**config.mk**
```make
export PLATFORM = sky130hd
export DESIGN_NAME = uart_rx_fifo_flat
export DESIGN_NICKNAME = d
export VERILOG_FILES = /design/src/rtl/uart_rx_fifo_if.sv /design/src/rtl/uart_rx_fifo.sv /design/src/flat_wrapper.sv
export SDC_FILE = /design/constraint.sdc
export NUM_CORES = 1
export LEC_CHECK = 0
export ABC_AREA = 1
export CORE_AREA = 2 2 153 155
export CTS_CLUSTER_SIZE = 8
export DETAILED_ROUTE_END_ITERATION = 8
export DIE_AREA = 0 0 155 157
export DONT_BUFFER_PORTS = 1
export GPL_TIMING_DRIVEN = 1
export PLACE_DENSITY_LB_ADDON = 0.08
export SLEW_MARGIN = 20
export SYNTH_ARGS = -nofsm -noshare
export SYNTH_HDL_FRONTEND = slang
export SYNTH_SLANG_ARGS = --single-unit
```
**constraint.sdc**
```tcl
create_clock -name clk -period 4.8 [get_ports clk]
set_input_delay 1.44 -clock clk [delete_from_list [all_inputs] [get_ports clk]]
set_output_delay 1.44 -clock clk [all_outputs]
set_load 0.01 [all_outputs]
```
**src/rtl/uart_rx_fifo_if.sv**
```systemverilog
// uart_rx_fifo_if: CPU-side read/status bundle of the UART receive FIFO.
interface uart_rx_fifo_if #(
    parameter int DATA_W     = 8,
    parameter int FIFO_DEPTH = 16
);
    logic                          rd_en;
    logic                          err_clr;
    logic                          rd_valid;
    logic [DATA_W-1:0]             rd_data;
    logic                          rd_perr;
    logic                          rd_ferr;
    logic [$clog2(FIFO_DEPTH):0]   fifo_count;
    logic                          overrun;
    logic                          break_det;

    modport master (
        output rd_en, err_clr,
        input  rd_valid, rd_data, rd_perr, rd_ferr, fifo_count, overrun, break_det
    );
    modport slave (
        input  rd_en, err_clr,
        output rd_valid, rd_data, rd_perr, rd_ferr, fifo_count, overrun, break_det
    );
endinterface

```
**src/rtl/uart_rx_fifo.sv**
```systemverilog
// uart_rx_fifo: oversampled UART receiver with majority-voted bits and a
// show-ahead FIFO carrying per-entry parity/framing flags.
module uart_rx_fifo #(
    parameter int DATA_W     = 8,
    parameter int OVERSAMPLE = 16,
    parameter int FIFO_DEPTH = 16,
    parameter int DIV_W      = 16
) (
    input  logic             clk,
    input  logic             reset,
    input  logic             rx,
    input  logic [DIV_W-1:0] baud_div,
    input  logic             parity_en,
    input  logic             odd_n_even,
    uart_rx_fifo_if.slave    bus
);
    localparam int AW = $clog2(FIFO_DEPTH);
    localparam int CW = $clog2(OVERSAMPLE);
    localparam int BW = $clog2(DATA_W);
    localparam logic [CW-1:0] S_FIRST = CW'(OVERSAMPLE / 2 - 1);
    localparam logic [CW-1:0] S_MID   = CW'(OVERSAMPLE / 2);
    localparam logic [CW-1:0] S_LAST  = CW'(OVERSAMPLE / 2 + 1);
    localparam logic [CW-1:0] S_END   = CW'(OVERSAMPLE - 1);

    typedef enum logic [2:0] {IDLE, START, DATA, PARITY, STOP, BRK_WAIT} state_t;

    state_t            state_q, state_d;
    logic              rx1_q, rx2_q, rx3_q;
    logic [DIV_W-1:0]  cnt_q, cnt_d, div_q, div_d;
    logic [CW-1:0]     s_q, s_d;
    logic [BW-1:0]     b_q, b_d;
    logic [1:0]        smp_q, smp_d;
    logic [DATA_W-1:0] data_q, data_d;
    logic              perr_q, perr_d, ferr_q, ferr_d, push_q, push_d;
    logic              ovr_q, ovr_d, brk_q, brk_d, brk_set;
    logic [AW:0]       wp_q, wp_d, rp_q, rp_d;
    logic [DATA_W+1:0] mem_q [FIFO_DEPTH];
    logic [DATA_W+1:0] head;
    logic              tick, fall, mid, bend, maj, full, pop, wr, valid;

    assign tick = cnt_q >= div_q;
    assign fall = rx3_q & ~rx2_q;
    assign mid  = tick && s_q == S_LAST;
    assign bend = tick && s_q == S_END;
    // third sample is the live synchronised value; the first two are held
    assign maj  = (smp_q[0] & smp_q[1]) | (rx2_q & (smp_q[0] | smp_q[1]));

    always_comb begin
        state_d = state_q;
        cnt_d   = tick ? '0 : cnt_q + 1'b1;
        div_d   = div_q;
        s_d     = tick ? (s_q == S_END ? '0 : s_q + 1'b1) : s_q;
        b_d     = b_q;
        smp_d   = (tick && (s_q == S_FIRST || s_q == S_MID)) ? {smp_q[0], rx2_q} : smp_q;
        data_d  = data_q;
        perr_d  = perr_q;
        ferr_d  = ferr_q;
        push_d  = 1'b0;
        brk_set = 1'b0;
        unique case (state_q)
            IDLE: begin
                div_d = baud_div;
                if (fall) begin
                    state_d = START;
                    cnt_d   = '0;
                    s_d     = '0;
                    b_d     = '0;
                    perr_d  = 1'b0;
                end
            end
            START: state_d = (mid && maj) ? IDLE : bend ? DATA : state_q;
            DATA: begin
                data_d = mid ? {maj, data_q[DATA_W-1:1]} : data_q;
                if (bend) begin
                    if (b_q == BW'(DATA_W - 1)) state_d = parity_en ? PARITY : STOP;
                    else b_d = b_q + 1'b1;
                end
            end
            PARITY: begin
                perr_d  = mid ? ((^data_q ^ maj) != odd_n_even) : perr_q;
                state_d = bend ? STOP : state_q;
            end
            STOP: if (mid) begin
                push_d  = 1'b1;
                ferr_d  = ~maj;
                brk_set = data_q == '0 && !maj;
                state_d = brk_set ? BRK_WAIT : IDLE;
            end
            BRK_WAIT: state_d = rx2_q ? IDLE : state_q;
            default:  state_d = IDLE;
        endcase
    end

    assign valid = wp_q != rp_q;
    assign full  = wp_q[AW] != rp_q[AW] && wp_q[AW-1:0] == rp_q[AW-1:0];
    assign pop   = bus.rd_en && valid;
    // a pop in the same cycle makes room for a push into a full FIFO
    assign wr    = push_q && (!full || pop);
    assign wp_d  = wp_q + {{AW{1'b0}}, wr};
    assign rp_d  = rp_q + {{AW{1'b0}}, pop};
    assign ovr_d = (push_q && full && !pop) || (ovr_q && !bus.err_clr);
    assign brk_d = brk_set || (brk_q && !bus.err_clr);

    always_ff @(posedge clk or posedge reset) begin
        if (reset) begin
            state_q <= IDLE;
            {rx1_q, rx2_q, rx3_q} <= 3'b111;
            cnt_q   <= '0;
            div_q   <= '0;
            s_q     <= '0;
            b_q     <= '0;
            smp_q   <= '0;
            data_q  <= '0;
            perr_q  <= 1'b0;
            ferr_q  <= 1'b0;
            push_q  <= 1'b0;
            ovr_q   <= 1'b0;
            brk_q   <= 1'b0;
            wp_q    <= '0;
            rp_q    <= '0;
        end else begin
            state_q <= state_d;
            {rx1_q, rx2_q, rx3_q} <= {rx, rx1_q, rx2_q};
            cnt_q   <= cnt_d;
            div_q   <= div_d;
            s_q     <= s_d;
            b_q     <= b_d;
            smp_q   <= smp_d;
            data_q  <= data_d;
            perr_q  <= perr_d;
            ferr_q  <= ferr_d;
            push_q  <= push_d;
            ovr_q   <= ovr_d;
            brk_q   <= brk_d;
            wp_q    <= wp_d;
            rp_q    <= rp_d;
        end
    end

    always_ff @(posedge clk) begin
        if (wr) mem_q[wp_q[AW-1:0]] <= {ferr_q, perr_q, data_q};
    end

    assign head           = valid ? mem_q[rp_q[AW-1:0]] : '0;
    assign bus.rd_valid   = valid;
    assign bus.rd_data    = head[DATA_W-1:0];
    assign bus.rd_perr    = head[DATA_W];
    assign bus.rd_ferr    = head[DATA_W+1];
    assign bus.fifo_count = wp_q - rp_q;
    assign bus.overrun    = ovr_q;
    assign bus.break_det  = brk_q;
endmodule

```
**src/flat_wrapper.sv**
```systemverilog
// flat-port wrapper written by rule: the top's interface ports become plain ports
module uart_rx_fifo_flat 
#(
    parameter int DATA_W     = 8,
    parameter int OVERSAMPLE = 16,
    parameter int FIFO_DEPTH = 16,
    parameter int DIV_W      = 16
)
  (clk, reset, rx, baud_div, parity_en, odd_n_even, bus_rd_en, bus_err_clr, bus_rd_valid, bus_rd_data, bus_rd_perr, bus_rd_ferr, bus_fifo_count, bus_overrun, bus_break_det);
  uart_rx_fifo_if #(.DATA_W(DATA_W), .FIFO_DEPTH(FIFO_DEPTH)) bus_i ();
  input  logic clk;
  input  logic reset;
  input  logic rx;
  input  logic [DIV_W-1:0] baud_div;
  input  logic parity_en;
  input  logic odd_n_even;
  input wire logic [$bits(bus_i.rd_en)-1:0] bus_rd_en;
  input wire logic [$bits(bus_i.err_clr)-1:0] bus_err_clr;
  output wire logic [$bits(bus_i.rd_valid)-1:0] bus_rd_valid;
  output wire logic [$bits(bus_i.rd_data)-1:0] bus_rd_data;
  output wire logic [$bits(bus_i.rd_perr)-1:0] bus_rd_perr;
  output wire logic [$bits(bus_i.rd_ferr)-1:0] bus_rd_ferr;
  output wire logic [$bits(bus_i.fifo_count)-1:0] bus_fifo_count;
  output wire logic [$bits(bus_i.overrun)-1:0] bus_overrun;
  output wire logic [$bits(bus_i.break_det)-1:0] bus_break_det;
  assign bus_i.rd_en = bus_rd_en;
  assign bus_i.err_clr = bus_err_clr;
  assign bus_rd_valid = bus_i.rd_valid;
  assign bus_rd_data = bus_i.rd_data;
  assign bus_rd_perr = bus_i.rd_perr;
  assign bus_rd_ferr = bus_i.rd_ferr;
  assign bus_fifo_count = bus_i.fifo_count;
  assign bus_overrun = bus_i.overrun;
  assign bus_break_det = bus_i.break_det;
  uart_rx_fifo #(.DATA_W(DATA_W), .OVERSAMPLE(OVERSAMPLE), .FIFO_DEPTH(FIFO_DEPTH), .DIV_W(DIV_W)) u_core (.clk(clk), .reset(reset), .rx(rx), .baud_div(baud_div), .parity_en(parity_en), .odd_n_even(odd_n_even), .bus(bus_i));
endmodule
```
==> impl_metrics.toml <==
[outcome]
outcome = "completed"

[synth]
synthesis.nets = 954
synth-edff-count = 160
synth_xor_area_share_pct = 1.919
yosys.area_share.simple_pct = 12.90
async_flop_share_pct = 30.43
yosys_warnings = 0
ys_ff_latch = 230
yosys.area_share.adder_pct = 4.436
synthMuxAreaShare_pct = 0
synth_top_family_by_area = "simple AND/OR/NAND/NOR gates"
synth_area_um2 = 10040
syn_inst = 896
ys_seq_area_share_pct = 65.33
yosysUniqueCellTypes = 39
synth-main-ff-cell = "edfxtp_1"
synth_compound_area_share_pct = 11.19
synth_area_per_cell_um2 = 11.21

[clocking]
clk_latency_ps = 490
path_clk_slew_ps = 50
cts_root_buffer = "clkbuf_16"
cts.path.max_buffers = 3
cts_tree = "done"
cts.sinks = 230
numCtsBuffers = 34
cts_setup_buffers = 0
postCtsHoldBufs = 0
cts_max_level = 2
cts-resized-gates = 0

[routing]
drtAntennaViolNets = 0
drc = 0
first_pass_iters = 5
num_vias = 6529
dr.first_iter.drc_count = 427
vias_per_cell = 5.409
wl_per_cell_um = 18.80
wl_um = 22690

[pwr]
powerDensity_nw_per_um2 = 571.1
combPwrFrac_pct = 30.7
p_clk_share_pct = 32.5
peakVddDrop_uv = 287.2
power.switching_mw = 2.207
p_int_mw = 4.254
p_seq_share_pct = 36.8
totalPowerFinal_mw = 6.461
switching_share_pct = 34.16
p_leak_nw = 4.588

[grt]
grt.overflow.total = 0
grt_pass1_vias = 6554
grt_max_degree = 71
antenna_found_initial = 0
grtUsageTotal_pct = 19.12
grt_pass1_wl_um = 35740

[place]
gp_congestion = 0.7785
port_buffers = 0
post-dp-hpwl_um = 14850
place_inst = 1161
dp_slack_ps = 1204
dpl_cell_area_um2 = 10370

[floorplanning]
chipHeight_um = 157
die_x_um = 155
ios = 41
dieArea_um2 = 24340
row_count = 55
core_um2 = 22500
start_util_pct = 44.63

[cells_and_area]
fin_util_pct = 50.27
num_antenna_cells = 0
area_growth_pct = 12.65
drive_gt1_share_pct = 9.111
fin_area_um2 = 11310
final_nets = 970
layout.cells.non_filler = 1207

[min_path]
worstHoldPathType = "reg -> reg"

[critical_path]
cp.arrival_ps = 2660
cpPeakStageDelay_ps = 570
crit_path_end_kind = "output pin"
crit_path_start_kind = "register"
critPathRequiredTime_ps = 3360
crit_top_cell = "buf_4"
cp_slowest_cell = "inv_2"
crit_type = "reg -> out"
worstPathMaxFanout = 46
path_cells = "inv_2, buf_4, o21ai_0, o22ai_1, nand2_1, a31oi_1, buf_4"

[run]
maxCapViolCount = 0

[sta]
relSlewSlack_pct = 27.29
max_freq_mhz = 244.1
finalCriticalPeriod_ps = 4097
skew_ps = 10.84
slew_violations = 0
setup_viol = 0
rsz0062_at_grt = "false"
finalSetupTns_ps = 0
hold_violations = 0
holdWs_ps = 354.4
layout_setup_ws_ps = 703.0
finalCritPeriodShare_pct = 85.35
tightest_slew_ps = 1087
-- power by group through the flow --
| stage | Clock (mW) | Combinational, mW | Sequential, mW |
|---|---|---|---|
| 6_report | 2.10 | 1.98 | 2.38 |
| 5_1_grt | 2.24 | 2.25 | 2.40 |
| 4_1_cts | 2.14 | 2.01 | 2.38 |
| 3_5_place_dp | 0 | 2.00 | 2.42 |
| 3_3_place_gp | 0 | 1.95 | 2.41 |
| 2_1_floorplan | 0 | 1.42 | 2.38 |
-- worst paths after layout --
| kind | from | to | slack [ps] | cells past startpoint |
|---|---|---|---|---|
| max | u_core.rp_q[0]$_DFF_PP0_ | bus_rd_data[1] | 700 | 7 |
| min | u_core.rx1_q$_DFF_PP1_ | u_core.rx2_q$_DFF_PP1_ | 350 | 0 |
| max reg2reg | u_core.rp_q[1]$_DFF_PP0_ | u_core.mem_q[5][0]$_DFFE_PP_ | 1470 | 7 |
| min reg2reg | u_core.rx1_q$_DFF_PP1_ | u_core.rx2_q$_DFF_PP1_ | 350 | 0 |
| max in group asynchronous | reset | u_core.rx3_q$_DFF_PP1_ | 2840 | 2 |
| min in group asynchronous | reset | u_core.div_q[13]$_DFFE_PP0P_ | 1020 | 1 |
-- cells by family (layout without fill, tap and decap cells) --
| group | after synthesis | in the layout |
|---|---|---|
| AOI/OAI and AO/OA | 197 | 197 |
| xor gates and xnor gates | 22 | 22 |
| adders and majority gates | 35 | 35 |
| buffers and inverters | 111 | 137 |
| DFF | 230 | 230 |
| and+or+nand+nor | 301 | 301 |
-- layout by cell type (no fill, tap or decap), drive strengths merged, types with 2 or more instances in the layout --
| cell type | synthesis | routed |
|---|---|---|
| xor2 | 14 | 14 |
| dfrtp | 67 | 67 |
| o21a | 3 | 3 |
| o221ai | 15 | 15 |
| ha | 34 | 34 |
| buf | 7 | 15 |
| o22ai | 26 | 26 |
| nand3 | 30 | 30 |
| nand4 | 6 | 6 |
| o211ai | 5 | 5 |
| a31oi | 10 | 10 |
| dfstp | 3 | 3 |
| nor3 | 6 | 6 |
| a211oi | 2 | 2 |
| a21oi | 18 | 18 |
| o21ai | 117 | 117 |
| edfxtp | 160 | 160 |
| nor3b | 2 | 2 |
| nor2 | 138 | 138 |
| clkbuf | 28 | 45 |
| xnor2 | 8 | 8 |
| nand2 | 117 | 117 |
| inv | 75 | 77 |
| and3 | 2 | 2 |
-- final cells by class --
cell class	instances	area (µm²)
fillers	1992	11190
flip-flops and latches	230	6561
multi-input cells	555	3064
clock buffers	45	923.4
well taps	285	356.6
inverters	76	285.3
repair buffers	15	112.6
clock inverters	1	8.758
-- cell usage after synthesis (all sizes together) (3+ instances only) --
library cell,n,share of area [%]
nor2,138,5.5
inv,75,2.8
xnor2,8,0.70
o211ai,5,0.37
a21oi,18,0.97
buf,7,0.35
xor2,14,1.2
dfrtp,67,17
clkbuf,28,1.0
a31oi,10,0.62
nand2,117,4.5
nor3,6,0.46
ha,34,4.2
o21a,3,0.22
o221ai,15,1.3
o21ai,117,5.8
nand4,6,0.44
o22ai,26,1.6
edfxtp,160,48
dfstp,3,0.78
nand3,30,1.6
-- worst max-delay path: cells and delay by family, from the launching register on --
family / cells / cell delay (ps)
buf+inv: 3 / 1100
flops: 1 / 490
compound gates: 3 / 480
simple gates: 1 / 70
-- flip-flops by register name, indices dropped and copies added (netlist names) --
| register | count |
|---|---|
| u_core.push_q | 1 |
| u_core.div_q | 16 |
| u_core.rx2_q | 1 |
| u_core.rp_q | 5 |
| u_core.wp_q | 5 |
| u_core.ferr_q | 1 |
| u_core.smp_q | 2 |
| u_core.data_q | 8 |
| u_core.state_q | 3 |
| u_core.b_q | 3 |
| u_core.rx3_q | 1 |
| u_core.bus.overrun | 1 |
| u_core.rx1_q | 1 |
| u_core.mem_q | 160 |
| u_core.cnt_q | 16 |
| u_core.perr_q | 1 |
| u_core.bus.break_det | 1 |
| u_core.s_q | 4 |
-- metal layers --
layer / track usage [%] / up-vias / part of all wire (%)
met4: 5.952 / 0 / 2.1
met3: 3.910 / 36 / 5.7
met1: 25.12 / 3174 / 44
met2: 32.13 / 165 / 49
met5: 0 / - / 0
li1: - / 3154 / -
No activity file was read; power rests on OpenSTA's default activity.
